[src/rtl/reset_sequencer_pkg.sv]
// Shared types and helpers for the reset sequencer: FSM states, cause encoding and
// the counter-width function.
package reset_sequencer_pkg;

    typedef enum logic [1:0] {
        StHold,
        StWaitLock,
        StRelease,
        StRun
    } state_e;

    localparam int unsigned CAUSE_EXT  = 0;
    localparam int unsigned CAUSE_SOFT = 1;
    localparam int unsigned CAUSE_LOCK = 2;

    localparam logic [2:0] CauseExtOh  = 3'(1 << CAUSE_EXT);
    localparam logic [2:0] CauseSoftOh = 3'(1 << CAUSE_SOFT);
    localparam logic [2:0] CauseLockOh = 3'(1 << CAUSE_LOCK);

    // The counter must reach both the hold length and the last release offset.
    function automatic int unsigned cnt_width(input int unsigned cycles,
                                              input int unsigned num_outputs,
                                              input int unsigned stage_gap);
        int unsigned span;
        span = stage_gap * (num_outputs - 1);
        if (cycles > span) begin
            span = cycles;
        end
        return $clog2(span + 1);
    endfunction

endpackage

[src/rtl/reset_sequencer_if.sv]
// Bus between the reset sequencer and its environment: lock/request inputs and the
// sequenced reset outputs with status.
interface reset_sequencer_if #(
    parameter int unsigned NUM_OUTPUTS = 3
);
    logic                   locked;
    logic                   soft_reset_req;
    logic [NUM_OUTPUTS-1:0] reset_o;
    logic                   ready;
    logic [2:0]             reset_cause;

    modport master (
        output locked,
        output soft_reset_req,
        input  reset_o,
        input  ready,
        input  reset_cause
    );

    modport slave (
        input  locked,
        input  soft_reset_req,
        output reset_o,
        output ready,
        output reset_cause
    );
endinterface

[src/rtl/reset_sequencer_reset_sync.sv]
// Two-flop synchroniser with asynchronous load. ResetValue=1, d_i=0 gives an
// async-assert/sync-release reset; ResetValue=0 gives a plain level synchroniser.
module reset_sync #(
    parameter bit ResetValue = 1'b1
) (
    input  logic clk_i,
    input  logic rst_i,
    input  logic d_i,
    output logic q_o
);

    logic [1:0] sync_q;

    always_ff @(posedge clk_i or posedge rst_i) begin
        if (rst_i) begin
            sync_q <= {2{ResetValue}};
        end else begin
            sync_q <= {sync_q[0], d_i};
        end
    end

    assign q_o = sync_q[1];

endmodule

[src/rtl/reset_sequencer.sv]
// Power-on/runtime reset sequencer: hold, wait for lock, staged release, run.
// Optional cause register enabled by defining RESET_SEQ_CAUSE_EN.
module reset_sequencer
    import reset_sequencer_pkg::*;
#(
    parameter int unsigned CYCLES      = 20,
    parameter int unsigned NUM_OUTPUTS = 3,
    parameter int unsigned STAGE_GAP   = 4
) (
    input  logic              clk,
    input  logic              reset,
    reset_sequencer_if.slave  bus
);

    localparam int unsigned CntW     = cnt_width(CYCLES, NUM_OUTPUTS, STAGE_GAP);
    localparam logic [CntW-1:0] HoldLast = CntW'(CYCLES - 1);
    localparam logic [CntW-1:0] RelLast  = CntW'(STAGE_GAP * (NUM_OUTPUTS - 1));
    localparam state_e          AfterHold = (NUM_OUTPUTS == 1) ? StRun : StRelease;

    logic rst_s;
    logic locked_s;

    reset_sync #(
        .ResetValue(1'b1)
    ) u_rst_sync (
        .clk_i(clk),
        .rst_i(reset),
        .d_i  (1'b0),
        .q_o  (rst_s)
    );

    reset_sync #(
        .ResetValue(1'b0)
    ) u_lock_sync (
        .clk_i(clk),
        .rst_i(reset),
        .d_i  (bus.locked),
        .q_o  (locked_s)
    );

    state_e                 state_q, state_d;
    logic [CntW-1:0]        cnt_q, cnt_d, cnt_inc;
    logic [NUM_OUTPUTS-1:0] reset_o_q, reset_o_d;
    logic                   hold_done;
    logic                   start_release;
    logic                   lock_loss;
    logic                   soft_hit;

    assign cnt_inc   = cnt_q + CntW'(1);
    assign hold_done = (cnt_q == HoldLast);
    assign lock_loss = !locked_s && (state_q == StRelease || state_q == StRun);
    assign soft_hit  = bus.soft_reset_req;
    assign start_release = locked_s &&
                           ((state_q == StHold && hold_done) || state_q == StWaitLock);

    always_comb begin
        state_d   = state_q;
        cnt_d     = cnt_q;
        reset_o_d = reset_o_q;

        unique case (state_q)
            StHold: begin
                if (!hold_done) begin
                    cnt_d = cnt_inc;
                end else begin
                    cnt_d = '0;
                    if (!locked_s) begin
                        state_d = StWaitLock;
                    end
                end
            end
            StWaitLock: begin
                cnt_d = '0;
            end
            StRelease: begin
                // cnt counts edges since reset_o[0] was released.
                cnt_d = cnt_inc;
                for (int unsigned i = 1; i < NUM_OUTPUTS; i++) begin
                    if (cnt_inc == CntW'(STAGE_GAP * i)) begin
                        reset_o_d[i] = 1'b0;
                    end
                end
                if (cnt_inc == RelLast) begin
                    state_d = StRun;
                end
            end
            StRun: begin
                reset_o_d = '0;
            end
            default: begin
                state_d = StHold;
            end
        endcase

        if (start_release) begin
            reset_o_d[0] = 1'b0;
            state_d      = AfterHold;
        end

        // Lock loss and soft request both restart the hold from scratch.
        if (lock_loss || soft_hit) begin
            state_d   = StHold;
            cnt_d     = '0;
            reset_o_d = '1;
        end
    end

    always_ff @(posedge clk or posedge rst_s) begin
        if (rst_s) begin
            state_q   <= StHold;
            cnt_q     <= '0;
            reset_o_q <= '1;
        end else begin
            state_q   <= state_d;
            cnt_q     <= cnt_d;
            reset_o_q <= reset_o_d;
        end
    end

    assign bus.reset_o = reset_o_q;
    assign bus.ready   = (state_q == StRun);

`ifdef RESET_SEQ_CAUSE_EN
    logic [2:0] cause_q, cause_d;

    // Lock loss outranks a same-cycle soft request.
    always_comb begin
        cause_d = cause_q;
        if (lock_loss) begin
            cause_d = CauseLockOh;
        end else if (soft_hit) begin
            cause_d = CauseSoftOh;
        end
    end

    always_ff @(posedge clk or posedge rst_s) begin
        if (rst_s) begin
            cause_q <= CauseExtOh;
        end else begin
            cause_q <= cause_d;
        end
    end

    assign bus.reset_cause = cause_q;
`else
    assign bus.reset_cause = 3'b000;
`endif

endmodule

[src/flat_wrapper.sv]
// flat-port wrapper written by rule: the top's interface ports become plain ports
module reset_sequencer_flat import reset_sequencer_pkg::*;
#(
    parameter int unsigned CYCLES      = 20,
    parameter int unsigned NUM_OUTPUTS = 3,
    parameter int unsigned STAGE_GAP   = 4
)
  (clk, reset, bus_locked, bus_soft_reset_req, bus_reset_o, bus_ready, bus_reset_cause);
  reset_sequencer_if #(.NUM_OUTPUTS(NUM_OUTPUTS)) bus_i ();
  input  logic clk;
  input  logic reset;
  input wire logic [$bits(bus_i.locked)-1:0] bus_locked;
  input wire logic [$bits(bus_i.soft_reset_req)-1:0] bus_soft_reset_req;
  output wire logic [$bits(bus_i.reset_o)-1:0] bus_reset_o;
  output wire logic [$bits(bus_i.ready)-1:0] bus_ready;
  output wire logic [$bits(bus_i.reset_cause)-1:0] bus_reset_cause;
  assign bus_i.locked = bus_locked;
  assign bus_i.soft_reset_req = bus_soft_reset_req;
  assign bus_reset_o = bus_i.reset_o;
  assign bus_ready = bus_i.ready;
  assign bus_reset_cause = bus_i.reset_cause;
  reset_sequencer #(.CYCLES(CYCLES), .NUM_OUTPUTS(NUM_OUTPUTS), .STAGE_GAP(STAGE_GAP)) u_core (.clk(clk), .reset(reset), .bus(bus_i));
endmodule
[config.mk]
export PLATFORM = sky130hd
export DESIGN_NAME = reset_sequencer_flat
export DESIGN_NICKNAME = d
export VERILOG_FILES = /design/src/rtl/reset_sequencer_pkg.sv /design/src/rtl/reset_sequencer_if.sv /design/src/rtl/reset_sequencer_reset_sync.sv /design/src/rtl/reset_sequencer.sv /design/src/flat_wrapper.sv
export SDC_FILE = /design/constraint.sdc
export NUM_CORES = 1
export LEC_CHECK = 0
export ABC_CLOCK_PERIOD_IN_PS = 1100
export CAP_MARGIN = 5
export CORE_UTILIZATION = 50
export DETAILED_ROUTE_END_ITERATION = 7
export PLACE_DENSITY = 0.82
export REMOVE_ABC_BUFFERS = 1
export SYNTH_ARGS = -nofsm -noshare
export SYNTH_HDL_FRONTEND = slang
export SYNTH_SLANG_ARGS = --single-unit
[constraint.sdc]
create_clock -name clk -period 1.1 [get_ports clk]
set_input_delay 0.33 -clock clk [delete_from_list [all_inputs] [get_ports clk]]
set_output_delay 0.33 -clock clk [all_outputs]
set_load 0.005 [all_outputs]
# After elaboration in Yosys (flattened, before gate mapping)
# Index checks and enable logic that the tools add are counted.
# W data, S select, Z words.
# word_totals
regBits	14
in_bits	4
# op_classes
add_sub_neg	1
eq_ne	11
n_mux	15
reduce_logical	15
# ops
op	n
$pmux W5 S3	1
$mux W2	5
$mux W5	2
$ne A4 B3 Y1 const B	2
$pmux W2 S2	2
$reduce_bool A4 Y1	2
$ne A3 B3 Y1 const B	2
$reduce_bool A3 Y1	2
$add A5 B1 Y5 const B	1
$eq A5 B3 Y1 const B	1
$eq A5 B4 Y1 const B	1
$eq A5 B5 Y1 const B	1
$eq A2 B2 Y1 const B	2
$mux W1	4
$ne A4 B2 Y1 const B	1
$reduce_and A2 Y1	2
$reduce_and A4 Y1	1
$logic_and A1 B1 Y1	3
$logic_or A1 B1 Y1	3
$mux W3	1
$eq A2 B1 Y1 const B	1
$logic_not A2 Y1	1
$logic_not A1 Y1	1

# Longest topological paths before layout
# depth
word_depth	6
ltp_mapped	8
ltp_nobuf	7

# Hierarchy
# Synthesis repeated with hierarchy kept, for this count alone.
# hier_totals
hier_cells	86
area_unflattened_um2	843.3
# by_module_without_submodules
mod	instances	cells_each	area_per_inst_um2	seq_area_each_um2
reset_sequencer	1	80	733.2	254.0
reset_sync (u_core.u_rst_sync)	1	3	56.3	52.6
reset_sync (u_core.u_lock_sync)	1	3	53.8	50.0

# Least setup slack after synthesis
# OpenSTA, ideal clock, no wires.
# synth_timing
path_kind	register to register
startpoint	register u_core.state_q[0]
endpoint	register u_core.cnt_q[3]
setup_ps	124
arrival_time_ps	1520
required_ps	976
setup_slack_ps	-544
stages_incl_launch_ff	9
path_cell_list	dfrtp_1 inv_1 ha_1 buf_2 nor2_2 o21ba_2 o221ai_2 nor2_1 a211o_1
# synth_between
elab_chain_cells	5
word_cells_on_any_way	10
classes_between	3 x eq/ne; 2 x mux; 5 x reduce/logical
# synth_lines
item	line_no	rtl
start, declared	reset_sequencer.sv:41	state_e state_q, state_d;
start signal, assigned	reset_sequencer.sv:110	state_q <= StHold;
start signal, assigned	reset_sequencer.sv:114	state_q <= state_d;
$eq A2 B2 Y1, on equally long branches	reset_sequencer.sv:51, reset_sequencer.sv:61	
$logic_or A1 B1 Y1	reset_sequencer.sv:51	assign lock_loss = !locked_s && (state_q == StRelease || state_q == StRun);
$logic_and A1 B1 Y1	reset_sequencer.sv:51	
$logic_or A1 B1 Y1	reset_sequencer.sv:101	if (lock_loss || soft_hit) begin
$reduce_bool A4 Y1 (no source line) / $mux W5 (equally long branches)	--	
end signal, assigned	reset_sequencer.sv:115	cnt_q <= cnt_d;
end, declared	reset_sequencer.sv:42	logic [CntW-1:0] cnt_q, cnt_d, cnt_inc;
# Parallel ways exist; a longest one is shown, timed or not.
# A chain may end at the register's enable or synchronous reset.

# Final worst setup path
# layout_timing
startpoint	register u_core.state_q[1]
endpoint	register u_core.cnt_q[0]
# Same word-level chain as after synthesis.

==> qor.csv <==
stage;metric;value;unit
routing;vias_per_cell;6.06;
clock_tree;cts.sinks;14;
global_routing;grt_use_total;32.5;%
die;start_util;54.1;%
power;p_total;1.06;mW
setup_path;reg2reg_to;u_core.cnt_q[0];
setup_path;path_max_fanout;4;
yosys;ys_seq_elements;14;
status;violations;negative setup slack;
global_routing;antenna_found_initial;0;
setup_path;r2r_start;u_core.state_q[1];
yosys;synth_flop_cell;dfrtp_1;
die;fp.dieW;42.4;um
flow_run;maxCapViolations;0;
setup_path;cp.required;1.31;ns
clock_tree;h-tree-depth;1;
sta;hold_violations;0;
setup_path;r2r_setup_slack;-0.59;ns
sta;slew_viol_final;0;
setup_path;crit_top_cell;buf_6;
layout;area_growth;67.1;%
sta;rsz0062_at_grt;true;
yosys;yosys-top-cells-area;dfrtp_1 28%, dfstp_2 16%, ha_1 9.2%;
setup_path;worst_path_dominant_cell_family;buffers and inverters;
routing;drtIter0Drc;38;
die;fp-row-count;14;
clock_tree;clkSlewWorstSetupHoldPaths;0.09;ns
setup_path;worstSetupStartpointType;register;
global_routing;grt_pass1_wl;4090;um
sta;setup_viol_count_final;14;
setup_path;criticalPathCategory;reg -> reg;
clock_tree;clk_latency;0.30;ns
routing;ant_nets;0;
setup_path;max_stage_delay;0.43;ns
yosys;synth_top_cell_by_area;dfrtp_1;
clock_tree;hold_buffers;0;
yosys;synth_top_area_share;27.6;%
power;p_leak;0.620;nW
global_routing;grt_max_degree;11;
routing;drt_wl_total;3080;um
die;die-area;0.00179;mm2
yosys;ys_warn_count;0;
placement;dp_hpwl;1420;um
yosys;synth_area_per_cell;10.1;um2
yosys;ys_seq_area_share;43.8;%
sta;finalCritPeriodShare;153;%
setup_path;cp_num_buf_inv;3;
sta;fmax;0.593;GHz
routing;wire_per_inst;21.9;um
sta;fin_skew;0.0110;ns
placement;port_buffers;7;
die;io_pins;11;
layout;diodes;0;
power;power.density;776;mW/mm2
clock_tree;cts.path.max_buffers;2;
setup_path;crit_arrival;1.90;ns
layout;drive_gt1_share;59.2;%
die;die_y;42.4;um
status;status;finished with violations;
routing;drt_first_pass_iters;4;
min_path;hold_path_class;in -> async;
global_routing;grt_pass1_vias;832;
power;ir_worst_vdd;752;uV
yosys;syn-cell-area;815;um2
routing;route.detailed.drc;0;
yosys;ys_async_sr_fraction;100;%
placement;dp_cells;123;
sta;finalWorstSetupSlack;-0.588;ns
clock_tree;cts_buffers;3;
global_routing;gr-total-overflow;0;
setup_path;worst-r2r-cell-count;9;
placement;place_congestion;0.847;
yosys;synth_edf_count;0;
layout;final_cell_count_no_fill;141;
yosys;ys_types;35;
setup_path;critPathCaptureType;register;
die;core_area;0.00151;mm2
yosys;synth_cells;81;
setup_path;crit_chain;buf_6, ha_4, buf_6, nor2_4, o21bai_2, nor4_4, buf_4, nand2_1, o21ai_0;
clock_tree;cts_root_buf;clkbuf_4;
clock_tree;cts_tree;done;
routing;num_vias;855;
sta;tns;-5.96;ns
setup_path;crit_slowest_cell;dfrtp_1;
sta;layout_min_cycle_time;1.69;ns
layout;nets;136;
[power by group]
part | switching, mW | internal [mW] | leakage [nW]
Clock | 0.180 | 0.141 | 0.0150
Combinational | 0.0864 | 0.0897 | 0.434
Sequential | 0.0166 | 0.543 | 0.171
[cell usage in the layout (no fill, tap or decap), types with 2 or more instances in the layout]
| cell | n |
|---|---|
| buf_6 | 11 |
| dfstp_2 | 5 |
| clkdlybuf4s50_1 | 3 |
| clkbuf_4 | 3 |
| nor2_1 | 3 |
| nor2_4 | 3 |
| buf_2 | 2 |
| a21oi_1 | 2 |
| buf_4 | 24 |
| ha_4 | 5 |
| nand2_1 | 4 |
| conb_1 | 4 |
| inv_1 | 7 |
| o21ai_2 | 4 |
| nand3_1 | 4 |
| a22o_1 | 2 |
| dfrtp_1 | 9 |
[worst max-delay path by stage]
stage                            start               to  slack, ns  cells past startpoint
finish               u_core.state_q[1]  u_core.cnt_q[0]      -0.59                      9
global route         u_core.state_q[1]  u_core.cnt_q[2]      -0.64                      8
global placement    bus_soft_reset_req  u_core.cnt_q[3]      -0.50                      5
floorplan            u_core.state_q[0]  u_core.cnt_q[3]      -0.58                      7
detailed placement  bus_soft_reset_req  u_core.cnt_q[3]      -0.54                      5
CTS                  u_core.state_q[0]  u_core.cnt_q[3]      -0.49                      7
[final cells by class]
type | count | area, um2
well taps | 16 | 20.0
multi-input cells | 57 | 571
fillers | 62 | 145
repair buffers | 41 | 349
inverters | 9 | 38.8
flip-flops and latches | 14 | 357
clock buffers | 4 | 26.3
[flip-flops by register name (all words and copies together), names as in the netlist]
name and count:
u_core.bus.reset_o 3, u_core.cnt_q 5, u_core.state_q 2, u_core.u_lock_sync.sync_q 2
u_core.u_rst_sync.sync_q 2
[metrics by stage]
| step | worst slack [ns] | hold WS, ns | instance area (um2) | utilization, % |
|---|---|---|---|---|
| after global routing | -0.636 | 0.248 | 1360 | 90.4 |
| final | -0.588 | 0.221 | 1360 | 90.4 |
| after global placement | -0.498 | 0.233 | 1040 | 68.9 |
| after floorplan | -0.576 | 0.0946 | 798 | - |
| after CTS | -0.488 | 0.213 | 1280 | 85.2 |
| after detailed placement | -0.542 | 0.252 | 1040 | 68.9 |
[cells by family after synthesis]
kind of cell / synth area share (%)
DFF: 43.8
adders and majority gates: 9.22
AOI/OAI and AO/OA: 24.1
buffers and inverters: 7.53
other: 0.460
and+or+nand+nor: 14.9
[what timing repair did]
action,CTS,global route
resized for setup,51,11
endpoints found under the setup margin,14,14
setup buffers,10,5
pin swaps,15,7
[synth_stat cells (3+ instances only)]
library cell  n
dfrtp_1       9
inv_1         9
ha_1          6
dfstp_2       5
nand2_1       5
nor2_1        5
nand3_1       4
o21ai_1       4
buf_4         3
[per-layer routing]
| layer | track usage, % | share of wire, % |
|---|---|---|
| met5 | 0 | 0 |
| met4 | 12.5 | 3.4 |
| met3 | 4.74 | 6.7 |
| met2 | 56.9 | 53 |
| met1 | 39.9 | 37 |
(Power assumes the default switching activity.)
